[config.mk]
export PLATFORM = sky130hd
export DESIGN_NAME = mc_ctrl_fsm
export DESIGN_NICKNAME = d
export VERILOG_FILES = /design/src/rtl/mc_ctrl_pkg.sv /design/src/rtl/mc_ctrl_decode.sv /design/src/rtl/mc_ctrl_fsm.sv
export SDC_FILE = /design/constraint.sdc
export NUM_CORES = 1
export LEC_CHECK = 0
export BUFFER_PORTS_ARGS = -buffer_cell sky130_fd_sc_hd__buf_2
export CORE_MARGIN = 2
export CORE_UTILIZATION = 50
export DETAILED_ROUTE_END_ITERATION = 10
export MAX_ROUTING_LAYER = met4
export PLACE_DENSITY = 0.79
export SLEW_MARGIN = 20
export SYNTH_ARGS = -nofsm -noshare
export SYNTH_HDL_FRONTEND = slang
export SYNTH_HIERARCHICAL = 1
export SYNTH_SLANG_ARGS = --single-unit
[constraint.sdc]
create_clock -name clk -period 7.6 [get_ports clk]
set_clock_uncertainty 0.2 [all_clocks]
set_input_delay 1.52 -clock clk [delete_from_list [all_inputs] [get_ports clk]]
set_output_delay 1.52 -clock clk [all_outputs]
set_load 0.01 [all_outputs]
[src/rtl/mc_ctrl_pkg.sv]
// Shared opcodes, state encoding and control-field codes for the multicycle controller,
// the ALU and the datapath selectors.
package mc_ctrl_pkg;

  localparam int OPC_W = 6;

  localparam logic [OPC_W-1:0] OP_ADD  = 6'b000000;
  localparam logic [OPC_W-1:0] OP_SUB  = 6'b000001;
  localparam logic [OPC_W-1:0] OP_ADDI = 6'b000010;
  localparam logic [OPC_W-1:0] OP_OR   = 6'b010000;
  localparam logic [OPC_W-1:0] OP_AND  = 6'b010001;
  localparam logic [OPC_W-1:0] OP_ORI  = 6'b010010;
  localparam logic [OPC_W-1:0] OP_SLL  = 6'b011000;
  localparam logic [OPC_W-1:0] OP_SLTU = 6'b100111;
  localparam logic [OPC_W-1:0] OP_SLT  = 6'b100110;
  localparam logic [OPC_W-1:0] OP_SW   = 6'b110000;
  localparam logic [OPC_W-1:0] OP_LW   = 6'b110001;
  localparam logic [OPC_W-1:0] OP_BEQ  = 6'b110100;
  localparam logic [OPC_W-1:0] OP_J    = 6'b111000;
  localparam logic [OPC_W-1:0] OP_JR   = 6'b111001;
  localparam logic [OPC_W-1:0] OP_JAL  = 6'b111010;
  localparam logic [OPC_W-1:0] OP_HALT = 6'b111111;

  typedef enum logic [3:0] {
    S_IF     = 4'd0,
    S_ID     = 4'd1,
    S_EXE_AL = 4'd2,
    S_EXE_BR = 4'd3,
    S_EXE_LS = 4'd4,
    S_MEM    = 4'd5,
    S_WB_AL  = 4'd6,
    S_WB_LD  = 4'd7,
    S_HALT   = 4'd8
  } state_t;

  localparam logic [2:0] ALU_ADD  = 3'b000;
  localparam logic [2:0] ALU_SUB  = 3'b001;
  localparam logic [2:0] ALU_SLL  = 3'b010;
  localparam logic [2:0] ALU_OR   = 3'b011;
  localparam logic [2:0] ALU_AND  = 3'b100;
  localparam logic [2:0] ALU_SLTU = 3'b101;
  localparam logic [2:0] ALU_SLT  = 3'b110;

  localparam logic [1:0] PC_SEQ = 2'b00;
  localparam logic [1:0] PC_BR  = 2'b01;
  localparam logic [1:0] PC_RS  = 2'b10;
  localparam logic [1:0] PC_JMP = 2'b11;

  localparam logic [1:0] RO_RA = 2'b00;
  localparam logic [1:0] RO_RT = 2'b01;
  localparam logic [1:0] RO_RD = 2'b10;

  localparam logic [1:0] EXT_SHAMT = 2'b00;
  localparam logic [1:0] EXT_ZIMM  = 2'b01;
  localparam logic [1:0] EXT_SIMM  = 2'b10;

  typedef struct packed {
    logic       pc_wre;
    logic       ir_wre;
    logic       reg_wre;
    logic [1:0] reg_out;
    logic       wr_reg_data;
    logic       alu_src_b;
    logic [2:0] alu_op;
    logic [1:0] ext_sel;
    logic       alum2reg;
    logic       data_mem_rw;
    logic [1:0] pc_src;
    logic       illegal;
  } ctrl_t;

  typedef struct packed {
    logic [2:0] op;
    logic       src_b;
    logic [1:0] ext;
  } alu_cfg_t;

  function automatic logic is_alu_op(input logic [OPC_W-1:0] op);
    case (op)
      OP_ADD, OP_SUB, OP_ADDI, OP_OR, OP_AND,
      OP_ORI, OP_SLL, OP_SLTU, OP_SLT: return 1'b1;
      default:                          return 1'b0;
    endcase
  endfunction

  function automatic logic is_imm_op(input logic [OPC_W-1:0] op);
    return (op == OP_ADDI) || (op == OP_ORI);
  endfunction

  // ALU operation, B-operand source and extender mode for the ALU-class opcodes
  function automatic alu_cfg_t alu_cfg(input logic [OPC_W-1:0] op);
    alu_cfg_t cfg;
    cfg = '{op: ALU_ADD, src_b: 1'b0, ext: EXT_SHAMT};
    case (op)
      OP_SUB:  cfg.op = ALU_SUB;
      OP_ADDI: cfg = '{op: ALU_ADD, src_b: 1'b1, ext: EXT_SIMM};
      OP_OR:   cfg.op = ALU_OR;
      OP_AND:  cfg.op = ALU_AND;
      OP_ORI:  cfg = '{op: ALU_OR, src_b: 1'b1, ext: EXT_ZIMM};
      OP_SLL:  cfg = '{op: ALU_SLL, src_b: 1'b1, ext: EXT_SHAMT};
      OP_SLTU: cfg.op = ALU_SLTU;
      OP_SLT:  cfg.op = ALU_SLT;
      default: cfg.op = ALU_ADD;
    endcase
    return cfg;
  endfunction

endpackage

[src/rtl/mc_ctrl_decode.sv]
// Combinational (state, opcode, zero) -> datapath control vector.
module mc_ctrl_decode
  import mc_ctrl_pkg::*;
(
  input  state_t           i_state,
  input  logic [OPC_W-1:0] i_opcode,
  input  logic             i_zero,
  output ctrl_t            o_ctrl
);

  alu_cfg_t w_alu;

  assign w_alu = alu_cfg(i_opcode);

  always_comb begin
    o_ctrl = '0;
    case (i_state)
      S_IF: o_ctrl.ir_wre = 1'b1;
      S_ID: begin
        case (i_opcode)
          OP_J: begin
            o_ctrl.pc_wre = 1'b1;
            o_ctrl.pc_src = PC_JMP;
          end
          OP_JR: begin
            o_ctrl.pc_wre = 1'b1;
            o_ctrl.pc_src = PC_RS;
          end
          OP_JAL: begin
            o_ctrl.reg_wre     = 1'b1;
            o_ctrl.reg_out     = RO_RA;
            o_ctrl.wr_reg_data = 1'b0;
            o_ctrl.pc_wre      = 1'b1;
            o_ctrl.pc_src      = PC_JMP;
          end
          OP_HALT, OP_BEQ, OP_LW, OP_SW: ;
          default: begin
            // undefined opcodes retire as a NOP in ID
            if (!is_alu_op(i_opcode)) begin
              o_ctrl.illegal = 1'b1;
              o_ctrl.pc_wre  = 1'b1;
              o_ctrl.pc_src  = PC_SEQ;
            end
          end
        endcase
      end
      S_EXE_AL: begin
        o_ctrl.alu_op    = w_alu.op;
        o_ctrl.alu_src_b = w_alu.src_b;
        o_ctrl.ext_sel   = w_alu.ext;
      end
      S_WB_AL: begin
        o_ctrl.alu_op      = w_alu.op;
        o_ctrl.alu_src_b   = w_alu.src_b;
        o_ctrl.ext_sel     = w_alu.ext;
        o_ctrl.reg_wre     = 1'b1;
        o_ctrl.wr_reg_data = 1'b1;
        o_ctrl.reg_out     = is_imm_op(i_opcode) ? RO_RT : RO_RD;
        o_ctrl.pc_wre      = 1'b1;
        o_ctrl.pc_src      = PC_SEQ;
      end
      S_EXE_BR: begin
        o_ctrl.alu_op  = ALU_SUB;
        o_ctrl.ext_sel = EXT_SIMM;
        o_ctrl.pc_wre  = 1'b1;
        o_ctrl.pc_src  = i_zero ? PC_BR : PC_SEQ;
      end
      S_EXE_LS: begin
        o_ctrl.alu_op    = ALU_ADD;
        o_ctrl.alu_src_b = 1'b1;
        o_ctrl.ext_sel   = EXT_SIMM;
      end
      S_MEM: begin
        if (i_opcode == OP_SW) begin
          o_ctrl.data_mem_rw = 1'b1;
          o_ctrl.pc_wre      = 1'b1;
          o_ctrl.pc_src      = PC_SEQ;
        end else begin
          o_ctrl.alum2reg = 1'b1;
        end
      end
      S_WB_LD: begin
        o_ctrl.alum2reg    = 1'b1;
        o_ctrl.reg_wre     = 1'b1;
        o_ctrl.wr_reg_data = 1'b1;
        o_ctrl.reg_out     = RO_RT;
        o_ctrl.pc_wre      = 1'b1;
        o_ctrl.pc_src      = PC_SEQ;
      end
      default: ;
    endcase
  end

endmodule

[src/rtl/mc_ctrl_fsm.sv]
// Multicycle instruction-sequencing controller: state register, next-state logic, output gating.
// Optional MC_PERF_CNT_EN adds free-running cycle and retired-instruction counters.
module mc_ctrl_fsm
  import mc_ctrl_pkg::*;
#(
  parameter int OP_W    = 6,
  parameter int STATE_W = 4
) (
  input  logic               clk,
  input  logic               rst_n,
  input  logic [OP_W-1:0]    opcode,
  input  logic               zero,
  output logic               PCWre,
  output logic               IRWre,
  output logic               InsMemRW,
  output logic               RegWre,
  output logic [1:0]         RegOut,
  output logic               WrRegData,
  output logic               ALUSrcB,
  output logic [2:0]         ALUOp,
  output logic [1:0]         ExtSel,
  output logic               ALUM2Reg,
  output logic               DataMemRW,
  output logic [1:0]         PCSrc,
  output logic               illegal,
  output logic [STATE_W-1:0] state
`ifdef MC_PERF_CNT_EN
  ,
  output logic [31:0]        cycle_cnt,
  output logic [31:0]        inst_cnt
`endif
);

  state_t r_state;
  state_t w_state_next;
  ctrl_t  w_ctrl;
  ctrl_t  w_ctrl_out;

  always_ff @(posedge clk or negedge rst_n) begin
    if (!rst_n) r_state <= S_IF;
    else        r_state <= w_state_next;
  end

  always_comb begin
    w_state_next = S_IF;
    case (r_state)
      S_IF: w_state_next = S_ID;
      S_ID: begin
        case (opcode)
          OP_J, OP_JR, OP_JAL: w_state_next = S_IF;
          OP_HALT:             w_state_next = S_HALT;
          OP_BEQ:              w_state_next = S_EXE_BR;
          OP_LW, OP_SW:        w_state_next = S_EXE_LS;
          default:             w_state_next = is_alu_op(opcode) ? S_EXE_AL : S_IF;
        endcase
      end
      S_EXE_AL: w_state_next = S_WB_AL;
      S_EXE_LS: w_state_next = S_MEM;
      S_MEM:    w_state_next = (opcode == OP_SW) ? S_IF : S_WB_LD;
      S_HALT:   w_state_next = S_HALT;
      default:  w_state_next = S_IF;
    endcase
  end

  mc_ctrl_decode u_decode (
    .i_state  (r_state),
    .i_opcode (opcode),
    .i_zero   (zero),
    .o_ctrl   (w_ctrl)
  );

  // no strobe may reach the datapath while reset is held
  assign w_ctrl_out = rst_n ? w_ctrl : '0;

  assign PCWre     = w_ctrl_out.pc_wre;
  assign IRWre     = w_ctrl_out.ir_wre;
  assign InsMemRW  = 1'b0;
  assign RegWre    = w_ctrl_out.reg_wre;
  assign RegOut    = w_ctrl_out.reg_out;
  assign WrRegData = w_ctrl_out.wr_reg_data;
  assign ALUSrcB   = w_ctrl_out.alu_src_b;
  assign ALUOp     = w_ctrl_out.alu_op;
  assign ExtSel    = w_ctrl_out.ext_sel;
  assign ALUM2Reg  = w_ctrl_out.alum2reg;
  assign DataMemRW = w_ctrl_out.data_mem_rw;
  assign PCSrc     = w_ctrl_out.pc_src;
  assign illegal   = w_ctrl_out.illegal;
  assign state     = STATE_W'(r_state);

`ifdef MC_PERF_CNT_EN
  logic [31:0] r_cycle_cnt;
  logic [31:0] r_inst_cnt;

  always_ff @(posedge clk or negedge rst_n) begin
    if (!rst_n) begin
      r_cycle_cnt <= '0;
      r_inst_cnt  <= '0;
    end else begin
      if (r_state != S_HALT) r_cycle_cnt <= r_cycle_cnt + 32'd1;
      if (w_ctrl.pc_wre)     r_inst_cnt  <= r_inst_cnt + 32'd1;
    end
  end

  assign cycle_cnt = r_cycle_cnt;
  assign inst_cnt  = r_inst_cnt;
`endif

endmodule

==> results of run 1 <==
## cell families (layout without fill, tap and decap cells)
group                      after synthesis  after routing  synth area share
DFF                                      4              4            0.1088
buffers and inverters                   18             37           0.08980
other                                    1              1          0.004078
adders and majority gates                1              1           0.01088
and+or+nand+nor                         79             79            0.5075
AOI/OAI and AO/OA                       29             29            0.2231
muxes                                    5              5           0.05578
## final cells by class
class | count | area [um2] | share of cell area
Timing Repair Buffer | 29 | 145.1 | 0.1376
Sequential cell | 4 | 100.1 | 0.09490
Tap cell | 25 | 31.28 | 0.02966
Inverter | 5 | 18.77 | 0.01779
Clock buffer | 3 | 22.52 | 0.02135
Multi-Input combinational cell | 115 | 737.0 | 0.6987
## worst max-delay path, delay by kind of cell
kind | cells | cell delay, ps
AND/OR/NAND/NOR | 2 | 820
AO/OA/AOI/OAI | 3 | 570
buffers and inverters | 2 | 330
## worst paths after layout
kind | from | to
worst min register to register | state[1] | state[0]
max in group asynchronous | rst_n | state[2]
worst max-delay path | opcode[5] | PCWre
worst max register to register | state[0] | state[1]
worst min-delay path | state[1] | state[0]
min in group asynchronous | rst_n | state[3]
## power breakdown
part	leakage, uW	total (uW)	switching (uW)	internal (uW)
sequential	0.0000501	68.8	39.7	29.0
combinational	0.000412	155	79.5	76.0
clock	0.0000138	26.2	8.53	17.6
total	0.000476	250	128	123
## per-layer routing
metal  wire length (um)  up-vias  GRT usage  share of wire
met4                  0        0   0.005556              0
met2               1073       42     0.3452           0.46
li1                   -      546          -              -
met3                151        0    0.03846          0.065
met1               1087      495     0.3310           0.47
met5                  0        -          -              0
## Yosys cell counts, drive strengths merged, types with 2 or more instances
cell | number | area (um2)
a21oi | 8 | 40.04
or2 | 2 | 12.52
o21ai | 4 | 20.02
nor4 | 5 | 31.28
mux2i | 4 | 40.04
dfrtp | 4 | 100.1
inv | 5 | 18.77
nand2 | 7 | 26.28
and2 | 17 | 106.4
nor3 | 13 | 70.07
nor2b | 2 | 12.51
nand2b | 5 | 31.28
buf | 4 | 28.78
and4 | 2 | 17.52
nand3b | 2 | 15.01
clkbuf | 9 | 35.03
o22ai | 3 | 18.77
nor2 | 12 | 45.04
a211oi | 3 | 22.52
nand4 | 2 | 12.51
nand4b | 2 | 17.52
## stage by stage
stage / cell area, um2 / worst slack [ps] / utilization
after CTS: 1055 / 2686 / 0.6109
after detailed placement: 1032 / 2688 / 0.5978
after global placement: 1032 / 2718 / 0.5978
after floorplan: 919.6 / 2902 / -
after global routing: 1055 / 2425 / 0.6109
final: 1055 / 2636 / 0.6109
==> out/qor.csv, run 1 <==
stage;metric;value;unit
status;status;finished clean;
layout;final_cells;181;
critical_path;cp_common_cell;buf_2;
critical_path;crit_type;in -> out;
timing;finalMaxSlewViolations;0;
clocking;cts_setup_buffers;0;
timing;relSlewSlack;0.5272;
clocking;insertion_delay;240;ps
power_and_ir_drop;peakVddDrop;0.1597;mV
worst_hold_path;worstHoldPathCells;1;
route;wl_per_cell;12.77;um
layout;area_growth;14.69;%
global_routing;grt_max_degree;22;
clocking;numCtsBuffers;3;
critical_path;reg2reg_depth;3;
route;vias_per_cell;5.983;
floorplanning;floorplan.initialDensity;0.5326;
timing;setup-tns-final;0;ps
timing;maxClockFrequency;201.5;MHz
timing;rsz0062_at_grt;no;
logic_synthesis;yosysWarningCount;6;
critical_path;crit_path_start_kind;input port;
timing;post-route-min-period;4964;ps
logic_synthesis;synth.avg_cell_area;6.713;um2
critical_path;required;5880;ps
route;drcViolationCount;0;
place;numPortBuffers;29;
timing;hold_slack;593.1;ps
logic_synthesis;ys_types;48;
layout;largest_reg_flops;4;
timing;period_share;0.6532;
floorplanning;core;0.001727;mm2
global_routing;grt_pass1_wl;3657;um
logic_synthesis;syn_area;919.6;um2
clocking;cts_tree;built;
clocking;cts_root_buf;clkbuf_4;
layout;nets;167;
clocking;ctsResizeCount;0;
clocking;cts_hold_buf;0;
power_and_ir_drop;total_power;250.4;uW
clocking;cts_sinks;4;
logic_synthesis;syn_nets;146;
run;drv_cap;0;
layout;final_common_cell;buf_2;
place;finalWeightedCongestion;0.8864;
route;drtIter0Drc;56;
floorplanning;dieArea;0.002198;mm2
critical_path;r2r_setup_slack;5930;ps
place;dpl.hpwl;1609;um
layout;fillerInstances;170;
place;dp.cells;178;
logic_synthesis;synthFlopType;dfrtp_1;
floorplanning;ios;31;
global_routing;grt_use_total;0.2266;
critical_path;crit_path_end_kind;output port;
critical_path;slowest_stage;nor4bb_1;
critical_path;critPathMaxFanout;13;
global_routing;first_global_vias;816;
global_routing;grt-ovfl-total;0;
layout;diodes;0;
global_routing;grt_antenna_before_repair;0;
logic_synthesis;async_flop_share;1.000;
layout;drive_gt1_frac;0.2500;
logic_synthesis;ys_ff_latch;4;
timing;setup_violations;0;
critical_path;slowest_delay;660;ps
logic_synthesis;ys_seq_area_frac;0.1088;
timing;worstMarginPinSlew;699.7;ps
route;wl;2312;um
worst_hold_path;min_path_type;reg -> reg;
timing;hold_viol;0;
floorplanning;die_h;46.89;um
layout;layout_common_cells;buf_2 (29), and2_1 (17), nor3_1 (12), nor2_1 (12), a21oi_1 (8);
critical_path;crit_arrival;3240;ps
clocking;clkTransAtPathRegs;40;ps
logic_synthesis;synthCells;137;
clocking;htreeDepth;1;
clocking;clock_path_buffers;2;
route;antenna_left;0;
power_and_ir_drop;power_leakage;0.0004757;uW
logic_synthesis;synth_edf_count;0;
critical_path;path_cells;buf_2 > nor4bb_1 > a21oi_1 > o21ai_0 > o22ai_1 > and2_1 > buf_2;
floorplanning;die_w;46.89;um
floorplanning;rows;15;
power_and_ir_drop;p_per_area;237.4;mW/mm2
route;first_pass_iters;4;
route;num_vias;1083;
Power figures use the tool's default switching activity.
==> run 2: changes to the inputs <==
--- a/config.mk
+++ b/config.mk
@@ -7,10 +7,10 @@
 export LEC_CHECK = 0
 export BUFFER_PORTS_ARGS = -buffer_cell sky130_fd_sc_hd__buf_2
 export CORE_MARGIN = 2
-export CORE_UTILIZATION = 50
+export CORE_UTILIZATION = 45
 export DETAILED_ROUTE_END_ITERATION = 10
 export MAX_ROUTING_LAYER = met4
-export PLACE_DENSITY = 0.79
+export PLACE_DENSITY = 0.75
 export SLEW_MARGIN = 20
 export SYNTH_ARGS = -nofsm -noshare
 export SYNTH_HDL_FRONTEND = slang
==> constraint.sdc (replaced) <==
create_clock -name clk -period 4.1 [get_ports clk]
set_clock_uncertainty 0.2 [all_clocks]
set_input_delay 0.82 -clock clk [delete_from_list [all_inputs] [get_ports clk]]
set_output_delay 0.82 -clock clk [all_outputs]
set_load 0.01 [all_outputs]
==> run 2 against run 1 <==
Against the previous run:
- utilization decreased by 6.6 points
- worst setup slack got worse by 2100 ps
- non-clock buffer count unchanged
- count of clock-buffer cells in the layout unchanged
- register-to-register slack got worse by 3400 ps
- die area increased by 10%
- final cell count increased by 1.1%
- sequential cell count unchanged
- final area increased by 0.24%
- global-route usage decreased by 3.5 points
- via count decreased by 1.3%
==> out/qor.csv, run 2 (synthesis results as in run 1) <==
stage;metric;value;unit;change
route;wl_per_cell;12.63;um;was 12.77 um
route;first_pass_iters;4;;unchanged
floorplanning;core;0.001942;mm2;was 0.001727 mm2
critical_path;crit_type;in -> out;;unchanged
layout;drive_gt1_frac;0.2500;;unchanged
clocking;insertion_delay;230;ps;was 240 ps
route;num_vias;1069;;was 1083
route;drcViolationCount;0;;unchanged
critical_path;worst-path-buf-inv;2;;unchanged
clocking;cts_setup_buffers;0;;unchanged
layout;largest_reg_flops;4;;unchanged
place;numPortBuffers;29;;unchanged
timing;relSlewSlack;0.5794;;was 0.5272
critical_path;slowest_stage;or3b_1;;was nor4bb_1
critical_path;path_cells;buf_2 > or3b_1 > mux2_2 > or3_1 > a311oi_2 > and2_1 > buf_2;;was buf_2 > nor4bb_1 > a21oi_1 > o21ai_0 > o22ai_1 > and2_1 > buf_2
timing;setup_violations;0;;unchanged
power_and_ir_drop;peakVddDrop;0.3253;mV;was 0.1597 mV
layout;layout_common_cells;buf_2 (29), and2_1 (17), nor3_1 (12), nor2_1 (12), a21oi_1 (8);;unchanged
global_routing;first_global_vias;918;;was 816
floorplanning;die_w;49.21;um;was 46.89 um
place;finalWeightedCongestion;0.9130;;was 0.8864
timing;hold_slack;264.8;ps;was 593.1 ps
floorplanning;ios;31;;unchanged
critical_path;required;3080;ps;was 5880 ps
layout;nets;167;;unchanged
timing;rsz0062_at_grt;no;;unchanged
critical_path;slowest_delay;440;ps;was 660 ps
layout;finish.utilization;0.5445;;was 0.6109
global_routing;grt_antenna_before_repair;0;;unchanged
global_routing;grt_pass1_wl;3795;um;was 3657 um
global_routing;grt_max_degree;22;;unchanged
clocking;cts_sinks;4;;unchanged
floorplanning;dieArea;0.002421;mm2;was 0.002198 mm2
clocking;numCtsBuffers;3;;unchanged
critical_path;crit_path_end_kind;output port;;unchanged
power_and_ir_drop;total_power;461.0;uW;was 250.4 uW
layout;area_growth;14.97;%;was 14.69%
route;vias_per_cell;5.842;;was 5.983
clocking;ctsResizeCount;0;;unchanged
timing;period_share;0.8589;;
clocking;cts_tree;built;;unchanged
critical_path;cp_common_cell;buf_2;;unchanged
timing;setup-tns-final;0;ps;unchanged
clocking;htreeDepth;1;;unchanged
timing;post-route-min-period;3522;ps;
route;drtIter0Drc;34;;was 56
layout;final_common_cell;buf_2;;unchanged
clocking;clock_path_buffers;2;;unchanged
global_routing;grt-ovfl-total;0;;unchanged
power_and_ir_drop;p_per_area;436.0;mW/mm2;was 237.4 mW/mm2
clocking;cts_root_buf;clkbuf_4;;unchanged
run;drv_cap;0;;unchanged
place;dpl.hpwl;1649;um;was 1609 um
critical_path;crit_arrival;2500;ps;was 3240 ps
critical_path;crit_path_start_kind;input port;;unchanged
floorplanning;rows;16;;was 15
layout;diodes;0;;unchanged
route;wl;2312;um;unchanged
status;status;finished clean;;unchanged
critical_path;crit_family;simple AND/OR/NAND/NOR gates;;unchanged
floorplanning;die_h;49.21;um;was 46.89 um
layout;fillerInstances;215;;was 170
clocking;cts_hold_buf;0;;unchanged
critical_path;r2r_setup_slack;2480;ps;was 5930 ps
timing;worst_slack;578.4;ps;was 2636 ps
timing;worstMarginPinSlew;630.9;ps;was 699.7 ps
global_routing;grt_use_total;0.1920;;was 0.2266
place;pre_cts_ws;585.1;ps;was 2688 ps
clocking;clkTransAtPathRegs;40;ps;about the same
timing;finalMaxSlewViolations;0;;unchanged
floorplanning;floorplan.initialDensity;0.4736;;was 0.5326
route;antenna_left;0;;unchanged
power_and_ir_drop;power_leakage;0.0004757;uW;unchanged
layout;multiInputGateArea;737.0;um2;unchanged
layout;regArea;100.1;um2;unchanged
timing;maxClockFrequency;284.0;MHz;
timing;hold_viol;0;;unchanged
worst_hold_path;min_path_type;in -> async;;was reg -> reg
critical_path;critPathMaxFanout;18;;was 13
[run 2: cell counts in the layout (fill, tap and decap cells not counted)]
Identical to the previous run, type by type.
[run 2: worst paths after layout]
path / start / end / cells past startpoint
min reg2reg: state[1] / state[0] / 1
min: rst_n / state[2] / 1
max reg2reg: state[0] / state[1] / 3
max: opcode[2] / ALUOp[0] / 7
max in group asynchronous: rst_n / state[3] / 1
min in group clk: state[1] / state[0] / 1
[run 2: worst register-to-register path: stages (launching register included)]
cell and delay (ps):
dfrtp_1 740, nor4b_1 270, o21ai_0 130, o22ai_1 190
[run 2: cell type report]
class                           count  area share
Multi-Input combinational cell    115      0.6970
Timing Repair Buffer               29      0.1373
Sequential cell                     4     0.09467
Tap cell                           27     0.03195
Clock buffer                        3     0.02130
Inverter                            5     0.01775
[run 2: routing by layer]
layer,wire [um],part of all wire,vias up,global-route usage
met5,0,0,-,-
met4,0,0,0,0.05714
met3,125,0.054,0,0.006135
met2,1140,0.49,42,0.3446
met1,1046,0.45,483,0.2313
li1,-,-,544,-
[run 2: power breakdown]
part,internal (uW),switching [uW]
Sequential,53.8,72.4
Combinational,141,147
Clock,32.6,14.2
[run 2: through the flow]
| step | cell area, um2 | cells |
|---|---|---|
| finish | 1057 | 183 |
| global route | 1057 | 183 |
| CTS | 1057 | 183 |
| detailed placement | 1035 | 180 |
| global placement | 1035 | 180 |
| floorplan | 919.6 | 137 |
==> run 3: changes to the inputs <==
--- a/config.mk
+++ b/config.mk
@@ -7,12 +7,11 @@
 export LEC_CHECK = 0
 export BUFFER_PORTS_ARGS = -buffer_cell sky130_fd_sc_hd__buf_2
 export CORE_MARGIN = 2
-export CORE_UTILIZATION = 45
+export CORE_UTILIZATION = 42
 export DETAILED_ROUTE_END_ITERATION = 10
 export MAX_ROUTING_LAYER = met4
-export PLACE_DENSITY = 0.75
+export PLACE_DENSITY = 0.74
 export SLEW_MARGIN = 20
 export SYNTH_ARGS = -nofsm -noshare
 export SYNTH_HDL_FRONTEND = slang
-export SYNTH_HIERARCHICAL = 1
 export SYNTH_SLANG_ARGS = --single-unit
==> run 3 against run 2 <==
Against the previous run:
- global-route usage up 1.1 points
- highest routed layer is now met4
- sequential share of layout area up 2.3 points
- first-iteration DRC count down 5.9%
==> out/qor.csv, run 3 <==
stage;metric;value;unit;change
global_routing;first_global_vias;702;;was 918
logic_synthesis;ys_ff_latch;4;;unchanged
place;pre_cts_ws;1039;ps;was 585.1 ps
route;wl_per_cell;13.94;um;was 12.63 um
clocking;cts_tree;built;;unchanged
logic_synthesis;synth_top_area_share;0.1361;;was 0.1156
logic_synthesis;synthCells;109;;was 137
route;antenna_left;0;;unchanged
worst_hold_path;min_path_type;in -> async;;unchanged
floorplanning;die_w;45.86;um;was 49.21 um
timing;period_share;0.7615;;was 0.8589
floorplanning;core;0.001689;mm2;was 0.001942 mm2
timing;relSlewSlack;0.6249;;was 0.5794
global_routing;grt-ovfl-total;0;;unchanged
clocking;clkTransAtPathRegs;40;ps;about the same
timing;maxClockFrequency;320.3;MHz;was 284.0 MHz
logic_synthesis;synth.most_common_cell;nor3_1;;was and2_1
logic_synthesis;synth_area_leader_cell;dfrtp_1;;was and2_1
global_routing;grt_pass1_wl;3077;um;was 3795 um
power_and_ir_drop;total_power;382.0;uW;was 461.0 uW
critical_path;slowest_stage;nor4b_1;;was or3b_1
critical_path;slowest_delay;340;ps;was 440 ps
critical_path;crit_path_start_kind;input port;;unchanged
clocking;cts_sinks;4;;unchanged
critical_path;critPathMaxFanout;13;;was 18
route;num_vias;896;;was 1069
logic_synthesis;syn_nets;118;;was 146
run;drv_cap;0;;unchanged
critical_path;reg2reg_depth;4;;was 3
layout;largest_reg_flops;4;;unchanged
layout;final_common_cell;buf_2;;unchanged
logic_synthesis;async_flop_share;1.000;;unchanged
floorplanning;dieArea;0.002103;mm2;was 0.002421 mm2
clocking;htreeDepth;1;;unchanged
critical_path;crit_arrival;2100;ps;was 2500 ps
layout;finish.utilization;0.5052;;was 0.5445
critical_path;crit_type;in -> out;;unchanged
critical_path;required;3080;ps;about the same
timing;finalMaxSlewViolations;0;;unchanged
route;wl;2035;um;was 2312 um
place;numPortBuffers;29;;unchanged
logic_synthesis;netlist_top_cells_count;nor3_1 (14), nor2_1 (10), nand2_1 (8), buf_2 (6), nand3_1 (5);;was and2_1 (17), nor2_1 (12), nor3_1 (12), a21oi_1 (8), clkbuf_1 (8)
floorplanning;die_h;45.86;um;was 49.21 um
logic_synthesis;yosysWarningCount;0;;was 6
critical_path;cp_common_cell;buf_2;;unchanged
logic_synthesis;ys_types;43;;was 48
logic_synthesis;syn_area;735.7;um2;was 919.6 um2
logic_synthesis;synth_edf_count;0;;unchanged
critical_path;path_cells;buf_2 > nor2b_1 > mux2i_1 > nor4b_1 > o21a_1 > buf_2;;was buf_2 > or3b_1 > mux2_2 > or3_1 > a311oi_2 > and2_1 > buf_2
timing;worstMarginPinSlew;562.7;ps;was 630.9 ps
floorplanning;ios;31;;unchanged
timing;worst_slack;978.0;ps;was 578.4 ps
floorplanning;floorplan.initialDensity;0.4356;;was 0.4736
layout;diodes;0;;unchanged
timing;setup_violations;0;;unchanged
clocking;clock_path_buffers;2;;unchanged
timing;hold_viol;0;;unchanged
logic_synthesis;synth_area_leaders;dfrtp_1 (14%), nor3_1 (9.5%), nor2_1 (5.1%), buf_2 (4.1%), mux2i_1 (4.1%);;was and2_1 (12%), dfrtp_1 (11%), nor3_1 (6.5%), nor2_1 (4.9%), a21oi_1 (4.4%)
timing;setup-tns-final;0;ps;unchanged
critical_path;crit_path_end;ALUSrcB;;was ALUOp[0]
critical_path;r2r_setup_slack;2370;ps;was 2480 ps
critical_path;r2r-start;state[0];;unchanged
place;dpl.hpwl;1412;um;was 1649 um
clocking;cts_hold_buf;0;;unchanged
layout;drive_gt1_frac;0.2868;;was 0.2500
clocking;numCtsBuffers;3;;unchanged
critical_path;crit_path_end_kind;output port;;unchanged
layout;layout_common_cells;buf_2 (29), nor3_1 (14), nor2_1 (10);;was buf_2 (29), and2_1 (17), nor3_1 (12), nor2_1 (12), a21oi_1 (8)
floorplanning;rows;15;;was 16
critical_path;crit_path_start;opcode[4];;was opcode[2]
power_and_ir_drop;peakVddDrop;0.2551;mV;was 0.3253 mV
status;status;finished clean;;unchanged
logic_synthesis;ys_seq_area_frac;0.1361;;was 0.1088
power_and_ir_drop;power_leakage;0.0004052;uW;was 0.0004757 uW
route;first_pass_iters;4;;unchanged
route;drtIter0Drc;32;;was 34
power_and_ir_drop;p_per_area;447.7;mW/mm2;was 436.0 mW/mm2
logic_synthesis;synthFlopType;dfrtp_1;;unchanged
clocking;cts_root_buf;clkbuf_4;;unchanged
clocking;insertion_delay;240;ps;was 230 ps
clocking;cts_setup_buffers;0;;unchanged
route;drcViolationCount;0;;unchanged
logic_synthesis;synth.avg_cell_area;6.750;um2;was 6.713 um2
global_routing;grt_antenna_before_repair;0;;unchanged
clocking;ctsResizeCount;0;;unchanged
place;finalWeightedCongestion;0.7919;;was 0.9130
critical_path;reg2reg_to;state[2];;was state[1]
timing;rsz0062_at_grt;no;;unchanged
global_routing;grt_max_degree;19;;was 22
layout;fillerInstances;179;;was 215
timing;post-route-min-period;3122;ps;was 3522 ps
route;vias_per_cell;6.137;;was 5.842
timing;hold_slack;195.5;ps;was 264.8 ps
global_routing;grt_use_total;0.2026;;was 0.1920
layout;area_growth;15.99;%;was 14.97%
layout;nets;140;;was 167
[run 3: changes by cell type after synthesis, sizes merged, moves of 3 or more]
cell / before / now
buf: 4 / 11
nor4: 5 / 1
a21oi: 8 / 3
o22ai: 3 / 0
nand3: 0 / 5
and2: 17 / 2
o21ai: 4 / 7
clkbuf: 9 / 1
[run 3: worst min path at each step]
stage | from | endpoint | slack [ps] | cells after the start
after floorplan | rst_n | state[0] | 320 | 0
after global placement | state[3] | state[2] | 420 | 1
after detailed placement | state[3] | state[2] | 440 | 1
after CTS | rst_n | state[2] | 190 | 1
after global routing | rst_n | state[1] | 200 | 1
final | rst_n | state[2] | 200 | 1
[run 3: area by class of cell]
type / instances / area [um2] / area share
multi-input cells: 89 / 549.3 / 0.6437
repair buffers: 29 / 145.1 / 0.1701
flip-flops and latches: 4 / 100.1 / 0.1173
clock buffers: 3 / 22.52 / 0.02639
well taps: 17 / 21.27 / 0.02493
inverters: 4 / 15.01 / 0.01760
[run 3: report_power, final]
group	internal [uW]	total, uW	switching, uW	leakage (uW)
Sequential	53.9	114	60.1	0.0000498
Clock	32.8	50.2	17.4	0.0000138
Combinational	97.0	218	121	0.000342
Total	184	382	198	0.000405
[run 3: worst max-delay path: cells and delay by family]
family / cells / cell delay [ps]
simple gates: 2 / 650
compound gates: 1 / 170
mux: 1 / 130
buf+inv: 2 / 330
[run 3: logic make-up after synthesis]
| logic type | Yosys count | share of synthesized area |
|---|---|---|
| other | 1 | 0.005097 |
| AND/OR/NAND/NOR | 60 | 0.4575 |
| XOR/XNOR | 1 | 0.01191 |
| flip-flops | 4 | 0.1361 |
| multiplexers | 4 | 0.05612 |
| buffers and inverters | 16 | 0.1173 |
| AO/OA/AOI/OAI | 23 | 0.2160 |
[run 3: per-layer routing]
| layer | GRT usage | up-vias | part of all wire |
|---|---|---|---|
| met3 | 0.01190 | 6 | 0.068 |
| met2 | 0.3139 | 49 | 0.50 |
| met1 | 0.2725 | 401 | 0.41 |
| met5 | - | - | 0 |
| met4 | 0.08000 | 0 | 0.020 |
| li1 | - | 440 | - |
[run 3: through the flow]
stage / cells / instance area, um2
2_1_floorplan: 109 / 735.7
3_3_place_gp: 143 / 830.8
3_5_place_dp: 143 / 830.8
4_1_cts: 146 / 853.3
5_1_grt: 146 / 853.3
6_report: 146 / 853.3
